**src/rtl/sound_io_bridge_pkg.sv**
```systemverilog
// -----------------------------------------------------------------------------
// Package MSX: shared types for the sound I/O bridge.
//   device_t    - identifiers used in the I/O port map and the enable bus
//   io_device_t - one port-map entry {port, mask, id, num}
//   wr_entry_t  - one queued chip write {register/data select, data byte}
//   snd_state_t - per-channel chip-write sequencer state
// -----------------------------------------------------------------------------
package MSX;

   typedef enum logic [3:0] {
      DEV_NONE,
      DEV_OPL3,
      DEV_PSG,
      DEV_SCC,
      DEV_MIDI
   } device_t;

   typedef struct packed {
      logic [7:0] port;
      logic [7:0] mask;
      device_t    id;
      logic [1:0] num;
   } io_device_t;

   typedef struct packed {
      logic       addr;
      logic [7:0] data;
   } wr_entry_t;

   typedef enum logic [1:0] {
      ST_IDLE,
      ST_STROBE,
      ST_GAP
   } snd_state_t;

   // Width of the inter-write gap counter (gap lengths up to 255 ticks).
   localparam int GAP_W = 8;

endpackage

```
**src/rtl/sound_io_bridge_if.sv**
```systemverilog
// -----------------------------------------------------------------------------
// CPU I/O bus seen by the sound bridge.
//   cpu_iorq, cpu_wr, cpu_m1 - bus cycle qualifiers
//   cpu_addr                 - 8-bit I/O port address
//   cpu_data                 - 8-bit write data
// master: the CPU side (drives everything); slave: the bridge (samples).
// -----------------------------------------------------------------------------
interface sound_io_bridge_if;
   logic       cpu_iorq;
   logic       cpu_wr;
   logic       cpu_m1;
   logic [7:0] cpu_addr;
   logic [7:0] cpu_data;

   modport master (output cpu_iorq, cpu_wr, cpu_m1, cpu_addr, cpu_data);
   modport slave  (input  cpu_iorq, cpu_wr, cpu_m1, cpu_addr, cpu_data);
endinterface

```
**src/rtl/sound_wr_fifo.sv**
```systemverilog
// -----------------------------------------------------------------------------
// sound_wr_fifo: per-channel queue of pending chip writes.
//   clk, reset  - system clock, asynchronous active-high reset
//   flush       - empties the queue (wins over push/pop)
//   push, din   - enqueue request; ignored when full unless a pop coincides
//   pop         - dequeue the head entry (ignored when empty)
//   dout        - head entry, valid while !empty
//   empty, full - occupancy status
// Pointers wrap naturally because DEPTH is a power of two.
// -----------------------------------------------------------------------------
module sound_wr_fifo
   import MSX::*;
#(
   parameter int DEPTH = 4
) (
   input  logic      clk,
   input  logic      reset,
   input  logic      flush,
   input  logic      push,
   input  logic      pop,
   input  wr_entry_t din,
   output wr_entry_t dout,
   output logic      empty,
   output logic      full
);

   localparam int AW = $clog2(DEPTH);
   localparam logic [AW:0] FULL_CNT = (AW+1)'(DEPTH);

   wr_entry_t      mem [DEPTH];
   logic [AW-1:0]  wr_ptr_reg;
   logic [AW-1:0]  rd_ptr_reg;
   logic [AW:0]    count_reg;
   logic           do_pop;
   logic           do_push;

   assign empty   = (count_reg == '0);
   assign full    = (count_reg == FULL_CNT);
   assign do_pop  = pop & ~empty;
   // A pop frees the slot this very cycle, so a full queue still accepts.
   assign do_push = push & (~full | do_pop);
   assign dout    = mem[rd_ptr_reg];

   always_ff @(posedge clk or posedge reset) begin
      if (reset) begin
         wr_ptr_reg <= '0;
         rd_ptr_reg <= '0;
         count_reg  <= '0;
      end else if (flush) begin
         wr_ptr_reg <= '0;
         rd_ptr_reg <= '0;
         count_reg  <= '0;
      end else begin
         if (do_push) wr_ptr_reg <= wr_ptr_reg + 1'b1;
         if (do_pop)  rd_ptr_reg <= rd_ptr_reg + 1'b1;
         case ({do_push, do_pop})
            2'b10:   count_reg <= count_reg + 1'b1;
            2'b01:   count_reg <= count_reg - 1'b1;
            default: count_reg <= count_reg;
         endcase
      end
   end

   // Storage carries no reset; occupancy alone defines validity.
   always_ff @(posedge clk) begin
      if (do_push && !flush) mem[wr_ptr_reg] <= din;
   end

endmodule

```
**src/rtl/sound_io_bridge.sv**
```systemverilog
// -----------------------------------------------------------------------------
// sound_io_bridge: decodes CPU OUT cycles through the io_device port map,
// queues writes per sound chip, replays them with chip-timed strobes and a
// mandatory idle gap, and mixes the chips' audio.
//   clk, reset            - system clock, asynchronous active-high reset
//   clk_en                - chip clock enable (strobe and gap timing)
//   bus                   - CPU I/O bus (sound_io_bridge_if.slave)
//   io_device[16]         - port map table
//   device/device_num/dev_en - runtime per-channel enable write
//   ovf_clr               - clears all sticky overflow flags
//   chip_cs_n, chip_wr_n  - active-low per-channel strobes
//   chip_addr, chip_din   - per-channel register select and write data
//   chip_snd              - per-chip signed 16-bit audio in
//   ovf                   - sticky queue-overflow flags
//   sound                 - mixed signed 16-bit audio (1 clk latency)
// Build option: SOUND_IO_BRIDGE_SATURATE_EN clamps the mix instead of
// wrapping it to 16 bits.
// -----------------------------------------------------------------------------
module sound_io_bridge
   import MSX::*;
#(
   parameter int      CHANNELS   = 3,
   parameter int      FIFO_DEPTH = 4,
   parameter int      WR_GAP     = 12,
   parameter device_t DEV_NAME   = DEV_OPL3
) (
   input  logic                           clk,
   input  logic                           reset,
   input  logic                           clk_en,
   sound_io_bridge_if.slave               bus,
   input  io_device_t                     io_device [16],
   input  device_t                        device,
   input  logic [1:0]                     device_num,
   input  logic                           dev_en,
   input  logic                           ovf_clr,
   output logic [CHANNELS-1:0]            chip_cs_n,
   output logic [CHANNELS-1:0]            chip_wr_n,
   output logic [CHANNELS-1:0]            chip_addr,
   output logic [8*CHANNELS-1:0]          chip_din,
   input  logic signed [16*CHANNELS-1:0]  chip_snd,
   output logic [CHANNELS-1:0]            ovf,
   output logic signed [15:0]             sound
);

   logic                  io_wr;
   logic                  io_wr_prev_reg;
   logic                  io_rise;
   logic                  dev_hit;
   logic [CHANNELS-1:0]   enable_reg;
   logic [CHANNELS-1:0]   dis_now;
   logic [CHANNELS-1:0]   ovf_set;
   logic [CHANNELS-1:0]   ovf_reg;
   wr_entry_t             entry_in;
   logic signed [17:0]    mix;
   logic signed [15:0]    mix_out;
   logic signed [15:0]    sound_reg;

   assign io_wr    = bus.cpu_iorq & bus.cpu_wr & ~bus.cpu_m1;
   assign io_rise  = io_wr & ~io_wr_prev_reg;
   assign entry_in = {bus.cpu_addr[0], bus.cpu_data};
   assign dev_hit  = (device == DEV_NAME) && (int'(device_num) < CHANNELS);
   assign ovf      = ovf_reg;
   assign sound    = sound_reg;

   always_ff @(posedge clk or posedge reset) begin
      if (reset) begin
         io_wr_prev_reg <= 1'b0;
         enable_reg     <= '1;
         ovf_reg        <= '0;
         sound_reg      <= '0;
      end else begin
         io_wr_prev_reg <= io_wr;
         for (int i = 0; i < CHANNELS; i++)
            if (dev_hit && int'(device_num) == i) enable_reg[i] <= dev_en;
         // A new overflow outranks a simultaneous clear.
         ovf_reg   <= (ovf_reg & ~{CHANNELS{ovf_clr}}) | ovf_set;
         sound_reg <= mix_out;
      end
   end

   always_comb begin
      mix = '0;
      for (int i = 0; i < CHANNELS; i++)
         if (enable_reg[i])
            mix = mix + {{2{chip_snd[16*i+15]}}, chip_snd[16*i +: 16]};
`ifdef SOUND_IO_BRIDGE_SATURATE_EN
      if (mix > 18'sd32767)
         mix_out = 16'sh7FFF;
      else if (mix < -18'sd32768)
         mix_out = 16'sh8000;
      else
         mix_out = mix[15:0];
`else
      mix_out = mix[15:0];
`endif
   end

   generate
      for (genvar gi = 0; gi < CHANNELS; gi++) begin : g_ch
         logic                match_hit;
         logic                push_ch;
         logic                pop_ch;
         logic                fifo_empty;
         logic                fifo_full;
         wr_entry_t           head;
         snd_state_t          state_reg;
         logic [GAP_W-1:0]    gap_cnt_reg;
         logic                cs_reg;
         logic                wr_reg;
         logic                addr_reg;
         logic [7:0]          din_reg;

         // Any table entry for this device and channel that claims the port.
         always_comb begin
            match_hit = 1'b0;
            for (int i = 0; i < 16; i++)
               if (((bus.cpu_addr & io_device[i].mask) == io_device[i].port) &&
                   (io_device[i].id == DEV_NAME) &&
                   (io_device[i].num == 2'(gi)))
                  match_hit = 1'b1;
         end

         assign dis_now[gi] = dev_hit && (device_num == 2'(gi)) && !dev_en;
         assign push_ch     = io_rise & match_hit & enable_reg[gi];
         assign pop_ch      = (state_reg == ST_STROBE) && clk_en;
         assign ovf_set[gi] = push_ch & fifo_full & ~pop_ch & ~dis_now[gi];

         sound_wr_fifo #(
            .DEPTH (FIFO_DEPTH)
         ) u_fifo (
            .clk   (clk),
            .reset (reset),
            .flush (dis_now[gi]),
            .push  (push_ch),
            .pop   (pop_ch),
            .din   (entry_in),
            .dout  (head),
            .empty (fifo_empty),
            .full  (fifo_full)
         );

         // The head entry is latched on entry to STROBE and popped on the
         // tick that ends it, so the next head is ready when GAP expires.
         always_ff @(posedge clk or posedge reset) begin
            if (reset) begin
               state_reg   <= ST_IDLE;
               gap_cnt_reg <= '0;
               cs_reg      <= 1'b1;
               wr_reg      <= 1'b1;
               addr_reg    <= 1'b0;
               din_reg     <= '0;
            end else if (dis_now[gi] || !enable_reg[gi]) begin
               state_reg   <= ST_IDLE;
               gap_cnt_reg <= '0;
               cs_reg      <= 1'b1;
               wr_reg      <= 1'b1;
            end else begin
               case (state_reg)
                  ST_IDLE: begin
                     if (!fifo_empty) begin
                        state_reg <= ST_STROBE;
                        cs_reg    <= 1'b0;
                        wr_reg    <= 1'b0;
                        addr_reg  <= head.addr;
                        din_reg   <= head.data;
                     end
                  end
                  ST_STROBE: begin
                     if (clk_en) begin
                        state_reg   <= ST_GAP;
                        cs_reg      <= 1'b1;
                        wr_reg      <= 1'b1;
                        gap_cnt_reg <= GAP_W'(WR_GAP);
                     end
                  end
                  ST_GAP: begin
                     if (clk_en) begin
                        if (gap_cnt_reg <= GAP_W'(1)) begin
                           gap_cnt_reg <= '0;
                           if (!fifo_empty) begin
                              state_reg <= ST_STROBE;
                              cs_reg    <= 1'b0;
                              wr_reg    <= 1'b0;
                              addr_reg  <= head.addr;
                              din_reg   <= head.data;
                           end else begin
                              state_reg <= ST_IDLE;
                           end
                        end else begin
                           gap_cnt_reg <= gap_cnt_reg - 1'b1;
                        end
                     end
                  end
                  default: state_reg <= ST_IDLE;
               endcase
            end
         end

         assign chip_cs_n[gi]       = cs_reg;
         assign chip_wr_n[gi]       = wr_reg;
         assign chip_addr[gi]       = addr_reg;
         assign chip_din[8*gi +: 8] = din_reg;
      end
   endgenerate

endmodule

```
**src/flat_wrapper.sv**
```systemverilog
// flat-port wrapper written by rule: the top's interface ports become plain ports
module sound_io_bridge_flat import MSX::*;
#(
   parameter int      CHANNELS   = 3,
   parameter int      FIFO_DEPTH = 4,
   parameter int      WR_GAP     = 12,
   parameter device_t DEV_NAME   = DEV_OPL3
)
  (clk, reset, clk_en, io_device, device, device_num, dev_en, ovf_clr, chip_cs_n, chip_wr_n, chip_addr, chip_din, chip_snd, ovf, sound, bus_cpu_iorq, bus_cpu_wr, bus_cpu_m1, bus_cpu_addr, bus_cpu_data);
  sound_io_bridge_if bus_i ();
  input  logic clk;
  input  logic reset;
  input  logic clk_en;
  input  io_device_t io_device[16];
  input  device_t device;
  input  logic [1:0] device_num;
  input  logic dev_en;
  input  logic ovf_clr;
  output logic [CHANNELS-1:0] chip_cs_n;
  output logic [CHANNELS-1:0] chip_wr_n;
  output logic [CHANNELS-1:0] chip_addr;
  output logic [8*CHANNELS-1:0] chip_din;
  input  logic signed [16*CHANNELS-1:0] chip_snd;
  output logic [CHANNELS-1:0] ovf;
  output logic signed [15:0] sound;
  input wire logic [$bits(bus_i.cpu_iorq)-1:0] bus_cpu_iorq;
  input wire logic [$bits(bus_i.cpu_wr)-1:0] bus_cpu_wr;
  input wire logic [$bits(bus_i.cpu_m1)-1:0] bus_cpu_m1;
  input wire logic [$bits(bus_i.cpu_addr)-1:0] bus_cpu_addr;
  input wire logic [$bits(bus_i.cpu_data)-1:0] bus_cpu_data;
  assign bus_i.cpu_iorq = bus_cpu_iorq;
  assign bus_i.cpu_wr = bus_cpu_wr;
  assign bus_i.cpu_m1 = bus_cpu_m1;
  assign bus_i.cpu_addr = bus_cpu_addr;
  assign bus_i.cpu_data = bus_cpu_data;
  sound_io_bridge #(.CHANNELS(CHANNELS), .FIFO_DEPTH(FIFO_DEPTH), .WR_GAP(WR_GAP), .DEV_NAME(DEV_NAME)) u_core (.clk(clk), .reset(reset), .clk_en(clk_en), .bus(bus_i), .io_device(io_device), .device(device), .device_num(device_num), .dev_en(dev_en), .ovf_clr(ovf_clr), .chip_cs_n(chip_cs_n), .chip_wr_n(chip_wr_n), .chip_addr(chip_addr), .chip_din(chip_din), .chip_snd(chip_snd), .ovf(ovf), .sound(sound));
endmodule
```
**config.mk**
```make
export PLATFORM = sky130hd
export DESIGN_NAME = sound_io_bridge_flat
export DESIGN_NICKNAME = d
export VERILOG_FILES = /design/src/rtl/sound_io_bridge_pkg.sv /design/src/rtl/sound_io_bridge_if.sv /design/src/rtl/sound_wr_fifo.sv /design/src/rtl/sound_io_bridge.sv /design/src/flat_wrapper.sv
export SDC_FILE = /design/constraint.sdc
export NUM_CORES = 1
export LEC_CHECK = 0
export BUFFER_PORTS_ARGS = -buffer_cell sky130_fd_sc_hd__buf_2
export CORE_AREA = 2 2 185 187
export DETAILED_ROUTE_END_ITERATION = 8
export DIE_AREA = 0 0 187 189
export GPL_ROUTABILITY_DRIVEN = 0
export PLACE_DENSITY = 0.68
export SYNTH_ARGS = -nofsm -noshare
export SYNTH_HDL_FRONTEND = slang
export SYNTH_HIERARCHICAL = 1
export SYNTH_SLANG_ARGS = --single-unit
```
**constraint.sdc**
```tcl
create_clock -name clk -period 5.6 [get_ports clk]
set_input_delay 0.56 -clock clk [delete_from_list [all_inputs] [get_ports clk]]
set_output_delay 0.56 -clock clk [all_outputs]
set_load 0.1 [all_outputs]
```
# Word level (Yosys, flattened, before mapping)
# Memories as Yosys holds them, arrays and structs flattened.
# Index checks and enable logic that the tools add are counted.
[classes]
n_eq_ne = 102
reduce_logical = 144
n_addsub = 17
muxes = 162
n_lt_le_gt_ge = 4
bitwise_logic = 63
[ops]
columns = ["operator", "n"]
rows = [
  ["$mux 8", 19],
  ["$and 8x8->8", 16],
  ["$eq 8x8->1", 16],
  ["$pmux 8 s2", 6],
  ["$mux 1", 91],
  ["$logic_and 1x1->1", 80],
  ["$eq 4x1->1 const B", 17],
  ["$eq 2x2->1 const B", 25],
  ["$mux 2", 25],
  ["$mux 16", 3],
  ["$eq 2x1->1 const B", 23],
  ["$logic_not 2->1", 21],
  ["$reduce_and 4->1", 9],
  ["$add 16x16->16", 2],
  ["$and 1x1->1", 24],
  ["$le 8x1->1 const B", 3],
  ["$sub 8x1->8 const B", 3],
  ["$ne 3x3->1 const B", 6],
  ["$pmux 1 s3", 6],
  ["$pmux 2 s3", 3],
  ["$pmux 3 s2", 3],
  ["$reduce_bool 2->1", 9],
  ["$reduce_bool 3->1", 6],
  ["$not 1->1", 17],
  ["20 further kinds", 59],
]
[word_totals]
input_bits = 430
n_memories = 3
reg_bits = 107
ram_bits = 108
elab_cells = 528
[mem_list]
columns = ["name", "depth", "width", "read_ports", "rd_clocked_by_memory_dff", "wr", "line", "source"]
rows = [
  ["u_core.g_ch[0].u_fifo.mem", 4, 9, 1, 0, 1, "sound_wr_fifo.sv:30", "wr_entry_t mem [DEPTH];"],
  ["u_core.g_ch[1].u_fifo.mem", 4, 9, 1, 0, 1, "sound_wr_fifo.sv:30", ""],
  ["u_core.g_ch[2].u_fifo.mem", 4, 9, 1, 0, 1, "sound_wr_fifo.sv:30", ""],
]

# Longest topological paths before layout
[logic_depth]
ltp_word = 26
ltp_mapped = 19
mapped_depth_nobuf = 18

# By module
# The synthesis kept the hierarchy.
[modules_own_cells]
columns = ["module", "cells_per_inst", "area_per_inst_um2", "seq_area_each_um2", "instances"]
rows = [
  ["sound_io_bridge", 981, 8255.4, 2163.3, 1],
  ["sound_wr_fifo", 110, 1853.0, 1256.2, 3],
]

# Worst setup path before layout
# No wires, ideal clock.
[synth_timing]
kind = "input-to-reg"
start = "input chip_snd[0]"
end = "register u_core.sound_reg[14], in the netlist u_core/sound[14]"
stages = 17
n_path_buf = 0
arrival_time_ns = 3.977
path_slack_ns = 1.496
required_time_ns = 5.473
path_cell_list = "and2_1 -> ha_1 -> fa_1 -> a21oi_1 -> o21ai_1 -> a21oi_1 -> xnor2_1 -> mux2_2 -> ha_1 -> a21oi_1 -> nand2_1 -> and4_1 -> a21bo_2 -> o41ai_2 -> o21ai_0 -> xor2_1 -> mux2_1"
[synth_between]
elab_chain_len = 5
[synth_lines]
columns = ["element", "line", "source"]
rows = [
  ["start: declaration", "flat_wrapper.sv:23", "input logic signed [16*CHANNELS-1:0] chip_snd;"],
  ["$mux 16 (*)", "sound_io_bridge.sv:84", "if (enable_reg[i])"],
  ["$add 16x16->16", "sound_io_bridge.sv:85", "mix = mix + {{2{chip_snd[16*i+15]}}, chip_snd[16*i +: 16]};"],
  ["$mux 16 (*)", "sound_io_bridge.sv:84", ""],
  ["$add 16x16->16", "sound_io_bridge.sv:85", ""],
  ["$mux 16 (*)", "sound_io_bridge.sv:84", ""],
  ["net u_core.mix[14]", "sound_io_bridge.sv:54", "logic signed [17:0] mix;"],
  ["end signal: assignment", "sound_io_bridge.sv:77", "sound_reg <= mix_out;"],
  ["end: declaration", "sound_io_bridge.sv:56", "logic signed [15:0] sound_reg;"],
]
# The timed path passes the listed nets; every way through them passes the cells marked *.
# A chain may end at the register's enable or synchronous reset.

# Worst setup path after layout
[layout_timing]
start = "register u_core.enable_reg[0]"
end = "register u_core.sound_reg[14], in the netlist u_core/sound[14]"
[layout_between]
elab_chain_len = 5
[layout_lines]
columns = ["element", "line", "source"]
rows = [
  ["start: declaration", "sound_io_bridge.sv:49", "logic [CHANNELS-1:0] enable_reg;"],
  ["$mux 16 (*)", "sound_io_bridge.sv:84", ""],
  ["$add 16x16->16", "sound_io_bridge.sv:85", ""],
  ["$mux 16 (*)", "sound_io_bridge.sv:84", ""],
  ["$add 16x16->16", "sound_io_bridge.sv:85", ""],
  ["$mux 16 (*)", "sound_io_bridge.sv:84", ""],
  ["net u_core.mix[14]", "sound_io_bridge.sv:54", ""],
]
# Marked as above.

==> results.cfg <==
[synth]
yosysUniqueCellTypes = 88
synth_ff_type = edfxtp_1
netlist.area_leader.share_pct = 23.5
async_flop_share_pct = 49.8
synth_top_area_cell = edfxtp_1
synth_area_leaders = edfxtp_1 (23%), dfrtp_1 (18%), xor2_1 (7.4%)
yosys_warnings = 6
syn_nets = 1794
ys_seq_elements = 215
synth_edf_count = 108
synthCells = 1311
seq_area_frac_synth_pct = 42.9
netlist_area_um2 = 13800
synth.avg_cell_area_um2 = 10.5

[final_layout]
largest_reg_flops = 108
final_common_cell = buf_2
finalNetCount = 2262
register_area_um2 = 5930
finalInstanceArea_um2 = 17400
most-common-layout-cells = buf_2 (481), nand2_1 (166), xor2_1 (116), edfxtp_1 (108), dfrtp_1 (98)
synthToLayoutAreaGrowth_pct = 25.6
fillers = 2970
drive_above_1_share_pct = 36.0
multi_input_area_um2 = 7340
post-route-util_pct = 52.1

[setup_path]
worst_setup_path_end_kind = flip-flop
crit_path_start = u_core/enable_reg[0]
worst-path-buf-inv = 0
max_stage_delay_ns = 0.44
endpoint = u_core/sound[14]
r2r_end = u_core/sound[14]
worst-setup-path-type = reg -> reg
worstPathMaxFanout = 12
crit_top_cell = a21oi_1
cp_num_cells = 17
cp_slowest_cell = fa_1
reg2reg_setup_slack_ns = 1.34
ff2ff_path_depth = 17
worstPathRequired_ns = 5.98
crit_chain = and2_1 -> ha_1 -> fa_1 -> a21oi_1 -> o21ai_1 -> a21oi_1 -> xnor2_1 -> mux2_2 -> ha_1 -> a21oi_1 -> nand2_1 -> and4_1 -> a21bo_2 -> o41ai_2 -> o21ai_0 -> xor2_1 -> mux2_1
r2r-start = u_core/enable_reg[0]
critical-path-top-delay-family = compound AO/OA/AOI/OAI gates
worstSetupStartpointType = flip-flop
cp.arrival_ns = 4.64

[worst_hold_path]
hold_path.class = in -> async

[sta]
final-setup-viol-count = 0
max_clock_freq_mhz = 235
worst-slew-pin-transition_ns = 1.03
slew_violations = 0
layout_min_cycle_time_ns = 4.26
min_period_over_period_pct = 76.1
setup_slack_ns = 1.34
hold_ws_ns = 0.0478
hold_violations = 0
fin_skew_ns = 0.0171
fin_setup_tns_ns = 0
slew_headroom_pct = 31.1
rsz0062_at_grt = false

[global_routing]
grtUsageTotal_pct = 27.2
grt_overflow = 0
grt_pass1_wl_mm = 72.9
antenna_found_initial = 19
grt_max_degree = 52
grt_pass1_vias = 12433

[pwr]
leakage_nw = 7.76
vdd_ir_drop_max_mv = 0.361
cellPowerDensity_nw_per_um2 = 394

[clocking]
htreeDepth = 1
cts_tree = yes
cts_buffers = 23
post_cts_buffers = 0
clock_latency_ns = 0.51
cts-root-buf = clkbuf_16
postCtsHoldBufs = 0
cts_sinks = 215
cts_resized = 0
clockBufferDepth = 3
clkTransAtPathRegs_ns = 0.06

[floorplanning]
rows = 67
start_util_pct = 41.5
pin_count = 482
core-area_um2 = 33300
die_h_um = 189
die_w_um = 187
dieArea_um2 = 35300

[job]
drv_cap = 0

[placement]
hpwl_mm = 38.7
portBuffers = 481
post-place-ws_ns = 1.07
placed_area_um2 = 16600

[route]
drc = 0
avgRoutedWirePerCell_um = 21.7
dr.pass1.iters = 5
drtIter0Drc = 911
vias = 12142
vias_per_cell = 5.38
ant_nets = 0
wirelength_mm = 48.8

[run_status]
outcome = finished, final reports clean
==> Yosys cell counts (all sizes together) (8+ instances only) <==
library cell	count
a31oi	8
and2	13
or4	9
a21o	12
or2	10
xor2	116
dfstp	9
nand4	14
nor4	15
inv	52
nand3b	14
nor4b	12
and3	17
dfrtp	98
clkbuf	18
o21ai	37
mux4	27
or4b	10
nor3b	19
nor3	25
nor2	84
buf	41
nand2	167
nand2b	17
mux2	52
o2111ai	12
ha	48
edfxtp	108
xnor2	44
a21oi	68
nand3	29
==> cell families after synthesis <==
family | count (synthesis) | synth area share (%)
buf+inv | 111 | 3.90
mux | 85 | 9.40
flops | 215 | 42.9
fa+ha+maj | 53 | 5.07
xor+xnor | 160 | 10.1
simple gates | 479 | 18.4
compound gates | 208 | 10.1
==> final cells by class <==
type | instances | area share, %
Clock inverter | 16 | 0.808
Tap cell | 448 | 3.23
Antenna cell | 11 | 0.159
Multi-Input combinational cell | 985 | 42.3
Clock buffer | 26 | 3.38
Sequential cell | 215 | 34.2
Timing Repair Buffer | 502 | 14.8
Inverter | 52 | 1.13
==> through the flow <==
step           cells  power, mW
6_report        2255       6.84
5_1_grt         2250       7.16
4_1_cts         2244       6.87
3_5_place_dp    2202       5.37
3_3_place_gp    2202       5.32
2_1_floorplan   1311       4.71
==> per-layer routing <==
metal / share of wire [%] / wire [um] / GRT usage [%] / vias to the layer above
met1: 39 / 19200 / 32.6 / 5832
li1: - / - / - / 5674
met2: 49 / 23800 / 47.8 / 533
met5: 0.078 / 38 / 0 / -
met3: 7.4 / 3620 / 5.71 / 97
met4: 4.3 / 2110 / 10.7 / 6
==> how the worst min path moves through the flow <==
stage          slack, ns                                   to  cells after the start                      start
2_1_floorplan       0.36   u_core/g_ch[0].u_fifo/count_reg[0]                      1                      reset
3_3_place_gp        0.47            u_core/g_ch[1].din_reg[1]                      1  u_core/g_ch[1].din_reg[1]
3_5_place_dp        0.48            u_core/g_ch[1].din_reg[0]                      1  u_core/g_ch[1].din_reg[0]
4_1_cts             0.04  u_core/g_ch[1].u_fifo/wr_ptr_reg[0]                      2                      reset
5_1_grt             0.05  u_core/g_ch[1].u_fifo/wr_ptr_reg[0]                      2                      reset
6_report            0.05  u_core/g_ch[1].u_fifo/wr_ptr_reg[1]                      2                      reset
==> power by group <==
group / leakage, nW / total (mW) / switching [mW] / internal, mW
clock network: 0.354 / 1.47 / 0.620 / 0.850
logic: 5.09 / 3.10 / 2.12 / 0.982
registers: 2.31 / 2.27 / 0.342 / 1.93
total: 7.76 / 6.84 / 3.08 / 3.76
Power figures use the tool's default switching activity.
